**src/rtl/mux8_rr_scheduler_if.sv**
```systemverilog
// rtl/mux8_rr_scheduler_if.sv - request/data/grant bundle for the 8:1 round-robin mux scheduler
interface mux8_rr_scheduler_if;
    logic [7:0] req;
    logic [7:0] in;
    logic [2:0] sel;
    logic [7:0] grant;
    logic       valid;
    logic       y;
    logic       last;

    modport master (
        output req,
        output in,
        input  sel,
        input  grant,
        input  valid,
        input  y,
        input  last
    );

    modport slave (
        input  req,
        input  in,
        output sel,
        output grant,
        output valid,
        output y,
        output last
    );
endinterface

```
**src/rtl/mux8_rr_scheduler.sv**
```systemverilog
// rtl/mux8_rr_scheduler.sv - round-robin grant of one shared 8:1 mux line with a hold budget
module mux8_rr_scheduler #(
    parameter int HOLD_CYCLES = 4
) (
    input  logic                 clk,
    input  logic                 rst,
    mux8_rr_scheduler_if.slave   bus
);
    localparam logic [0:0] ST_IDLE  = 1'b0;
    localparam logic [0:0] ST_GRANT = 1'b1;
    localparam logic [7:0] CNT_LAST = 8'(HOLD_CYCLES - 1);
    localparam logic       LAST_ON_LOAD = (HOLD_CYCLES == 1);

    logic [0:0] state;
    logic [2:0] ptr;
    logic [7:0] cnt;
    logic [2:0] sel;
    logic [7:0] grant;
    logic       valid;
    logic       last;

    logic       end_grant;
    logic [2:0] scan_base;
    logic [3:0] arb;
    logic [7:0] cnt_inc;

    // {found, index}: first requester scanning base, base+1, ... modulo 8
    function automatic logic [3:0] arbitrate(input logic [7:0] r, input logic [2:0] base);
        logic [3:0] res;
        logic [2:0] idx;
        res = 4'b0000;
        for (int k = 7; k >= 0; k--) begin
            idx = base + 3'(k);
            if (r[idx]) res = {1'b1, idx};
        end
        return res;
    endfunction

    always_comb begin
        end_grant = (state == ST_GRANT) && (!bus.req[sel] || (cnt == CNT_LAST));
        scan_base = end_grant ? (sel + 3'd1) : ptr;
        arb       = arbitrate(bus.req, scan_base);
        cnt_inc   = cnt + 8'd1;
    end

    always_ff @(posedge clk) begin
        if (rst) begin
            state <= ST_IDLE;
            ptr   <= 3'd0;
            cnt   <= 8'd0;
            sel   <= 3'd0;
            grant <= 8'd0;
            valid <= 1'b0;
            last  <= 1'b0;
        end else begin
            case (state)
                ST_IDLE: begin
                    if (arb[3]) begin
                        state <= ST_GRANT;
                        sel   <= arb[2:0];
                        grant <= 8'd1 << arb[2:0];
                        valid <= 1'b1;
                        cnt   <= 8'd0;
                        last  <= LAST_ON_LOAD;
                    end
                end
                ST_GRANT: begin
                    if (end_grant) begin
                        ptr <= scan_base;
                        cnt <= 8'd0;
                        if (arb[3]) begin
                            sel   <= arb[2:0];
                            grant <= 8'd1 << arb[2:0];
                            valid <= 1'b1;
                            last  <= LAST_ON_LOAD;
                        end else begin
                            // sel deliberately keeps the last winner while idle
                            state <= ST_IDLE;
                            grant <= 8'd0;
                            valid <= 1'b0;
                            last  <= 1'b0;
                        end
                    end else begin
                        cnt  <= cnt_inc;
                        last <= (cnt_inc == CNT_LAST);
                    end
                end
                default: begin
                    state <= ST_IDLE;
                    grant <= 8'd0;
                    valid <= 1'b0;
                    last  <= 1'b0;
                end
            endcase
        end
    end

    assign bus.sel   = sel;
    assign bus.grant = grant;
    assign bus.valid = valid;
    assign bus.last  = last;
    assign bus.y     = valid ? bus.in[sel] : 1'b0;
endmodule

```
**src/flat_wrapper.sv**
```systemverilog
// flat-port wrapper written by rule: the top's interface ports become plain ports
module mux8_rr_scheduler_flat 
#(
    parameter int HOLD_CYCLES = 4
)
  (clk, rst, bus_req, bus_in, bus_sel, bus_grant, bus_valid, bus_y, bus_last);
  mux8_rr_scheduler_if bus_i ();
  input  logic clk;
  input  logic rst;
  input wire logic [$bits(bus_i.req)-1:0] bus_req;
  input wire logic [$bits(bus_i.in)-1:0] bus_in;
  output wire logic [$bits(bus_i.sel)-1:0] bus_sel;
  output wire logic [$bits(bus_i.grant)-1:0] bus_grant;
  output wire logic [$bits(bus_i.valid)-1:0] bus_valid;
  output wire logic [$bits(bus_i.y)-1:0] bus_y;
  output wire logic [$bits(bus_i.last)-1:0] bus_last;
  assign bus_i.req = bus_req;
  assign bus_i.in = bus_in;
  assign bus_sel = bus_i.sel;
  assign bus_grant = bus_i.grant;
  assign bus_valid = bus_i.valid;
  assign bus_y = bus_i.y;
  assign bus_last = bus_i.last;
  mux8_rr_scheduler #(.HOLD_CYCLES(HOLD_CYCLES)) u_core (.clk(clk), .rst(rst), .bus(bus_i));
endmodule
```
**config.mk**
```make
export PLATFORM = sky130hd
export DESIGN_NAME = mux8_rr_scheduler_flat
export DESIGN_NICKNAME = d
export VERILOG_FILES = /design/src/rtl/mux8_rr_scheduler_if.sv /design/src/rtl/mux8_rr_scheduler.sv /design/src/flat_wrapper.sv
export SDC_FILE = /design/constraint.sdc
export NUM_CORES = 1
export LEC_CHECK = 0
export ABC_CLOCK_PERIOD_IN_PS = 5010
export BUFFER_PORTS_ARGS = -buffer_cell sky130_fd_sc_hd__buf_2
export CORE_MARGIN = 5
export CORE_UTILIZATION = 37
export DETAILED_ROUTE_END_ITERATION = 7
export SETUP_SLACK_MARGIN = 0.02
export SLEW_MARGIN = 40
export SYNTH_ARGS = -nofsm -noshare
export SYNTH_HDL_FRONTEND = slang
export SYNTH_SLANG_ARGS = --single-unit
export TNS_END_PERCENT = 5
```
**constraint.sdc**
```tcl
create_clock -name clk -period 5.01 [get_ports clk]
set_input_delay 0.501 -clock clk [delete_from_list [all_inputs] [get_ports clk]]
set_output_delay 0.501 -clock clk [all_outputs]
set_load 0.01 [all_outputs]
```
## After elaboration in Yosys (flattened, before gate mapping)

Index checks and enable logic that the tools add are counted.

| word-level totals | value |
|---|---|
| bits in registers | 25 |
| bits in latches | 0 |
| RAM bits | 0 |
| bits in read-only memories | 0 |
| memories | 0 |

| cells by class | value |
|---|---|
| add/sub/neg operators | 9 |
| $mul | 0 |
| div/mod/pow operators | 0 |
| order comparisons | 9 |
| eq/ne operators | 4 |
| shift operators | 1 |
| muxes and demuxes | 49 |
| bitwise logic cells | 1 |
| reduce and logical (&&, ||, !) cells | 5 |

Operators with widths:

| operator | count |
|---|---|
| 2-to-1 mux 8 bit | 5 |
| less-than comparator 3 x 4 -> 1 bit, second input constant | 9 |
| 2-to-1 mux 4 bit | 8 |
| case mux 8 bit (2 select lines) | 2 |
| binary-select mux 1 bit (select 3 bit) | 10 |
| 2-to-1 mux 1 bit | 17 |
| equality test 8 x 2 -> 1 bit, second input constant | 2 |
| adder 3 bit, second input constant | 4 |
| 2-to-1 mux 3 bit | 3 |
| adder 8 x 1 -> 8 bit, second input constant | 1 |
| left shift 1 x 3 -> 8 bit, first input constant | 1 |
| adder 3 x 1 -> 3 bit, second input constant | 2 |
| adder 3 x 2 -> 3 bit, second input constant | 2 |
| case mux 1 bit (2 select lines) | 3 |
| case mux 3 bit (2 select lines) | 1 |
| AND reduction 2 bit | 2 |
| inequality test 2 x 1 -> 1 bit, second input constant | 1 |
| inequality test 2 bit, second input constant | 1 |
| logical AND 1 bit | 1 |
| logical NOT 1 bit | 1 |
| logical OR 1 bit | 1 |
| inverter 1 bit | 1 |

## Logic depth before layout (Yosys ltp)

| depth | value |
|---|---|
| word-level depth | 21 |
| depth in mapped cells | 21 |

## Worst setup path before layout

No wires, ideal clock.

| path | value |
|---|---|
| path kind | register -> register |
| start | register u_core.cnt[0] |
| end | register u_core.grant[4], in the netlist u_core.bus.grant[4] |
| setup time | 0.061 ns |
| arrival | 5.041 ns |
| data required time | 4.949 ns |
| path slack | -0.093 ns |
| cell stages (with the launch flop) | 21 |
| period minus slack after synthesis | 5.103 ns |
| cell sequence | dfxtp_1 -> ha_1 -> or4b_1 -> buf_2 -> nor2_4 -> o31a_1 -> buf_4 -> mux2i_1 -> clkbuf_1 -> ha_1 -> inv_1 -> mux2i_1 -> a211oi_1 -> and3_1 -> mux4_2 -> or4_1 -> buf_2 -> nor3_4 -> o21ba_1 -> buf_4 -> a32o_1 |

| on the way | value |
|---|---|
| cells in the longest elaborated chain, start to end | 19 |
| elaborated cells between the ends (all ways) | 43 |

Ends and longest elaborated chain:

| item | line | RTL |
|---|---|---|
| start, declared | mux8_rr_scheduler.sv:16 | `logic [7:0] cnt;` |
| start signal, assigned | mux8_rr_scheduler.sv:84 | `cnt <= cnt_inc;` |
| equality test 8 x 2 -> 1 bit * | mux8_rr_scheduler.sv:40 | `end_grant = (state == ST_GRANT) && (!bus.req[sel] \|\| (cnt == CNT_LAST));` |
| logical OR 1 bit * | mux8_rr_scheduler.sv:40 |  |
| logical AND 1 bit * | mux8_rr_scheduler.sv:40 |  |
| 2-to-1 mux 3 bit | mux8_rr_scheduler.sv:41 | `scan_base = end_grant ? (sel + 3'd1) : ptr;` |
| adder 3 bit | mux8_rr_scheduler.sv:33 | `idx = base + 3'(k);` |
| binary-select mux 1 bit (select 3 bit) | mux8_rr_scheduler.sv:34 | `if (r[idx]) res = {1'b1, idx};` |
| 2-to-1 mux 1 bit (implied by the code) | mux8_rr_scheduler.sv:34 |  |
| 2-to-1 mux 4 bit (8 in series) | mux8_rr_scheduler.sv:34 |  |
| left shift 1 x 3 -> 8 bit | mux8_rr_scheduler.sv:61, mux8_rr_scheduler.sv:73 |  |
| 2-to-1 mux 8 bit | mux8_rr_scheduler.sv:71 | `if (arb[3]) begin` |
| 2-to-1 mux 8 bit | mux8_rr_scheduler.sv:68 | `if (end_grant) begin` |
| case mux 8 bit (2 select lines) | mux8_rr_scheduler.sv:56 | `case (state)` |
| end signal, assigned | mux8_rr_scheduler.sv:61 | `grant <= 8'd1 << arb[2:0];` |
| end signal, assigned | mux8_rr_scheduler.sv:73 | `grant <= 8'd1 << arb[2:0];` |
| end, declared | mux8_rr_scheduler.sv:18 | `logic [7:0] grant;` |

Mark *: on every way between the ends. The rest lies on a longest branch, timed or not. The select of a mux whose other input is x is not followed.
A chain may end at the register's enable or synchronous reset.

## Worst setup path after layout

| path | value |
|---|---|
| start | register u_core.sel[0], in the netlist u_core.bus.sel[0] |
| end | register u_core.grant[0], in the netlist u_core.bus.grant[0] |

| on the way | value |
|---|---|
| cells in the longest elaborated chain, start to end | 21 |
| elaborated cells between the ends (all ways) | 46 |

Ends and longest elaborated chain:

| item | line | RTL |
|---|---|---|
| start, declared | mux8_rr_scheduler.sv:17 | `logic [2:0] sel;` |
| start signal, assigned | mux8_rr_scheduler.sv:60 | `sel <= arb[2:0];` |
| start signal, assigned | mux8_rr_scheduler.sv:72 | `sel <= arb[2:0];` |
| binary-select mux 1 bit (select 3 bit) | mux8_rr_scheduler.sv:40 |  |
| 2-to-1 mux 1 bit (implied by the code) | mux8_rr_scheduler.sv:40 |  |
| logical NOT 1 bit | mux8_rr_scheduler.sv:40 |  |
| logical OR 1 bit | mux8_rr_scheduler.sv:40 |  |
| logical AND 1 bit | mux8_rr_scheduler.sv:40 |  |
| 2-to-1 mux 3 bit | mux8_rr_scheduler.sv:41 |  |
| adder 3 bit | mux8_rr_scheduler.sv:33 |  |
| binary-select mux 1 bit (select 3 bit) | mux8_rr_scheduler.sv:34 |  |
| 2-to-1 mux 1 bit (implied by the code) | mux8_rr_scheduler.sv:34 |  |
| 2-to-1 mux 4 bit (8 in series) | mux8_rr_scheduler.sv:34 |  |
| left shift 1 x 3 -> 8 bit | mux8_rr_scheduler.sv:61, mux8_rr_scheduler.sv:73 |  |
| 2-to-1 mux 8 bit | mux8_rr_scheduler.sv:71 |  |
| 2-to-1 mux 8 bit | mux8_rr_scheduler.sv:68 |  |
| case mux 8 bit (2 select lines) | mux8_rr_scheduler.sv:56 |  |

Several ways; a longest one is shown, not always the timed one. The select of a mux whose other input is x is not followed.

==> qor.csv <==
metric;value;unit
PortBufs;31;
die area;9098;sq um
WL final;8372;um
critical path fanouts, max;5;
ANT nets after route;0;
RSZ-0062 raised after global routing;false;
leakage power;1.265;nW
# fillers;739;
register area share after synthesis;0.1855;
maximum vdd ir drop;0.0003001;V
DR iter-0 viols;240;
diodes inserted;0;
synthesis-stage register bit count;25;
Hold Path Class;reg -> reg;
syn avg cell area;8.150;sq um
r2r startpoint;u_core.bus.sel[0];
CORE AREA;7176;sq um
period utilization;0.9354;
H-tree depth;1;
share of cells above drive strength 1;0.2730;
Post-route DRC;0;
CTS tree;built;
# nets final;394;
Initial Util;0.3759;
global-route wire length before repair;13700;um
Avg WL per Cell;17.85;um
Slew Limit Headroom;0.4397;
vias per inst;6.085;
final worst setup slack;0.3238;ns
Syn Std Cell Area;2698;sq um
max cap viols;0;
clock-pin slew on the worst setup and hold paths;0.09;ns
cell count after synthesis;331;
Place WS;0.2753;ns
die width;95.39;um
clk sinks;25;
Post-synth EDFFs;0;
area delta synth->final;16.98;%
CTS buffer count;3;
TNS Setup;0;ns
RePlAce Congestion;0.9095;
Worst R2R Setup Slack;0.32;ns
Startpoint Class;flip-flop;
pin count of the biggest net entering global routing;22;
Post-synth ARST share;0;
GRT Util Overall;0.1880;
most frequent cells in the layout;buf_2, nor2_1, buf_4, mux2i_1, dfxtp_1;
commonest non-fill, non-tap cell in the layout;buf_2;
Vias;2854;
Worst Path Arrival;4.85;ns
final setup violation count;0;
Hold Startpoint;u_core.bus.last;
I/O pin cnt;32;
Syn Nets;354;
Hold Path Sink;u_core.bus.last;
CTS root buf;clkbuf_8;
Longest Clk Path Bufs;2;
Fmax achieved;0.2134;GHz
Pwr per Cell Area;580.7;nW/um^2
Synth Flop Type;dfxtp_1;
Post-CTS Setup Bufs;0;
Hold Path Depth;2;
DR pass1 iterations;5;
Die Y;95.39;um
fin crit period;4.686;ns
clock skew;0.003234;ns
num rows;31;
Max Slew Vio Count;0;
Setup CP Type;reg -> reg;
post-DP HPWL;6284;um
vias in the first global route;2698;
Distinct cells, synth;67;
CP endpoint kind;flip-flop;
grt ovf;0;
Worst-Skew Late Latency;0.27;ns
worst reg2reg endpoint;u_core.bus.grant[0];
reg2reg path depth;14;
Fin. Hold Viols;0;
Critical Path RT;5.18;ns
Slew @ Worst Pin;0.8170;ns
initial antenna violation count;0;
status;completed;
Ys Warns;0;
## how the worst max path moves through the flow
stage	end	from	slack [ns]	depth (start not counted)
global route	u_core.bus.grant[0]	u_core.bus.sel[0]	0.06	15
floorplan	u_core.bus.grant[4]	u_core.cnt[0]	0.04	20
finish	u_core.bus.grant[0]	u_core.bus.sel[0]	0.32	14
global placement	u_core.bus.grant[2]	bus_req[7]	0.22	19
detailed placement	u_core.bus.grant[0]	bus_req[7]	0.28	15
CTS	u_core.bus.grant[0]	u_core.cnt[0]	0.25	15
## sequential cells by signal, indices dropped and copies added, names as in the netlist
register / flops
u_core.bus.grant: 8
u_core.cnt: 8
u_core.bus.sel: 3
u_core.ptr: 3
u_core.bus.last: 1
u_core.bus.valid: 1
u_core.state: 1
## synth_stat cells, drive strengths merged, types with 3 or more instances
| cell | number | share of area |
|---|---|---|
| a211oi | 7 | 0.019 |
| a21oi | 15 | 0.028 |
| a221oi | 4 | 0.015 |
| a31oi | 6 | 0.014 |
| a32o | 8 | 0.031 |
| and2 | 4 | 0.0093 |
| and3 | 7 | 0.016 |
| buf | 11 | 0.023 |
| clkbuf | 12 | 0.017 |
| dfxtp | 25 | 0.19 |
| ha | 5 | 0.023 |
| inv | 10 | 0.014 |
| mux2 | 9 | 0.038 |
| mux2i | 26 | 0.096 |
| mux4 | 9 | 0.075 |
| nand2 | 24 | 0.033 |
| nand2b | 6 | 0.014 |
| nand3 | 8 | 0.015 |
| nand3b | 4 | 0.011 |
| nor2 | 31 | 0.046 |
| nor2b | 4 | 0.0093 |
| nor3 | 11 | 0.025 |
| nor4 | 3 | 0.0070 |
| o211ai | 5 | 0.014 |
| o21a | 4 | 0.011 |
| o21ai | 17 | 0.036 |
| o22ai | 8 | 0.021 |
| o31ai | 5 | 0.014 |
| o32ai | 4 | 0.016 |
| or4b | 3 | 0.011 |
| xor2 | 4 | 0.013 |
## area by class of cell
| cell class | count | area, sq um | share of cell area |
|---|---|---|---|
| clock buffer | 4 | 45.04 | 0.01427 |
| sequential | 25 | 500.5 | 0.1586 |
| inverter | 10 | 37.54 | 0.01190 |
| multi-input combinational | 273 | 2091 | 0.6626 |
| tap | 99 | 123.9 | 0.03925 |
| timing repair buffer | 58 | 357.8 | 0.1134 |
## routing by layer
layer	wire length (um)	part of all wire	up-vias	track usage
met4	87	0.010	0	0.04265
met5	0	0	-	0
met2	3733	0.45	139	0.2886
li1	-	-	1368	-
met3	797	0.095	10	0.02841
met1	3754	0.45	1337	0.2768
## what timing repair did
action	CTS	global route
resized for setup	0	5
hold buffers	0	0
endpoints found under the setup margin	0	14
hold endpoints to repair	0	0
## cells by family (layout without fill, tap and decap cells)
kind of cell / count (synthesis) / in the layout / synth area share
buffers and inverters: 33 / 72 / 0.05380
AND/OR/NAND/NOR: 112 / 112 / 0.2148
flip-flops: 25 / 25 / 0.1855
AO/OA/AOI/OAI: 106 / 106 / 0.2941
multiplexers: 44 / 44 / 0.2092
XOR/XNOR: 6 / 6 / 0.01948
adder cells (fa/ha/maj): 5 / 5 / 0.02319
## critical path, stage by stage, from the launching register on
cell and delay (ns):
dfxtp_1 0.50, mux2_2 0.43, o22ai_2 0.29, o31a_1 0.24
mux2i_2 0.25, ha_2 0.25, inv_1 0.09, mux2i_1 0.12
a211oi_1 0.22, and3_1 0.28, mux4_2 0.58, or4b_2 0.68
o211ai_1 0.18, nand2_1 0.18, a32o_1 0.29
## per-stage QoR
| step | area (sq um) | hold WS, ns | instances | utilization | power, mW |
|---|---|---|---|---|---|
| final | 3156 | 0.4534 | 469 | 0.4398 | 1.833 |
| after CTS | 3137 | 0.4584 | 469 | 0.4371 | 1.797 |
| after floorplan | 2713 | 0.4762 | 331 | - | 1.282 |
| after global routing | 3156 | 0.4923 | 469 | 0.4398 | 1.975 |
| after detailed placement | 3092 | 0.4454 | 465 | 0.4309 | 1.666 |
| after global placement | 3085 | 0.4447 | 465 | 0.4300 | 1.670 |
## report_power, final
part / internal (mW) / total, mW / switching, mW
Combinational: 0.609 / 1.44 / 0.835
Clock: 0.0569 / 0.122 / 0.0653
Sequential: 0.234 / 0.267 / 0.0326
Total: 0.900 / 1.83 / 0.933
Note: power is estimated with default switching activity, not from simulation.
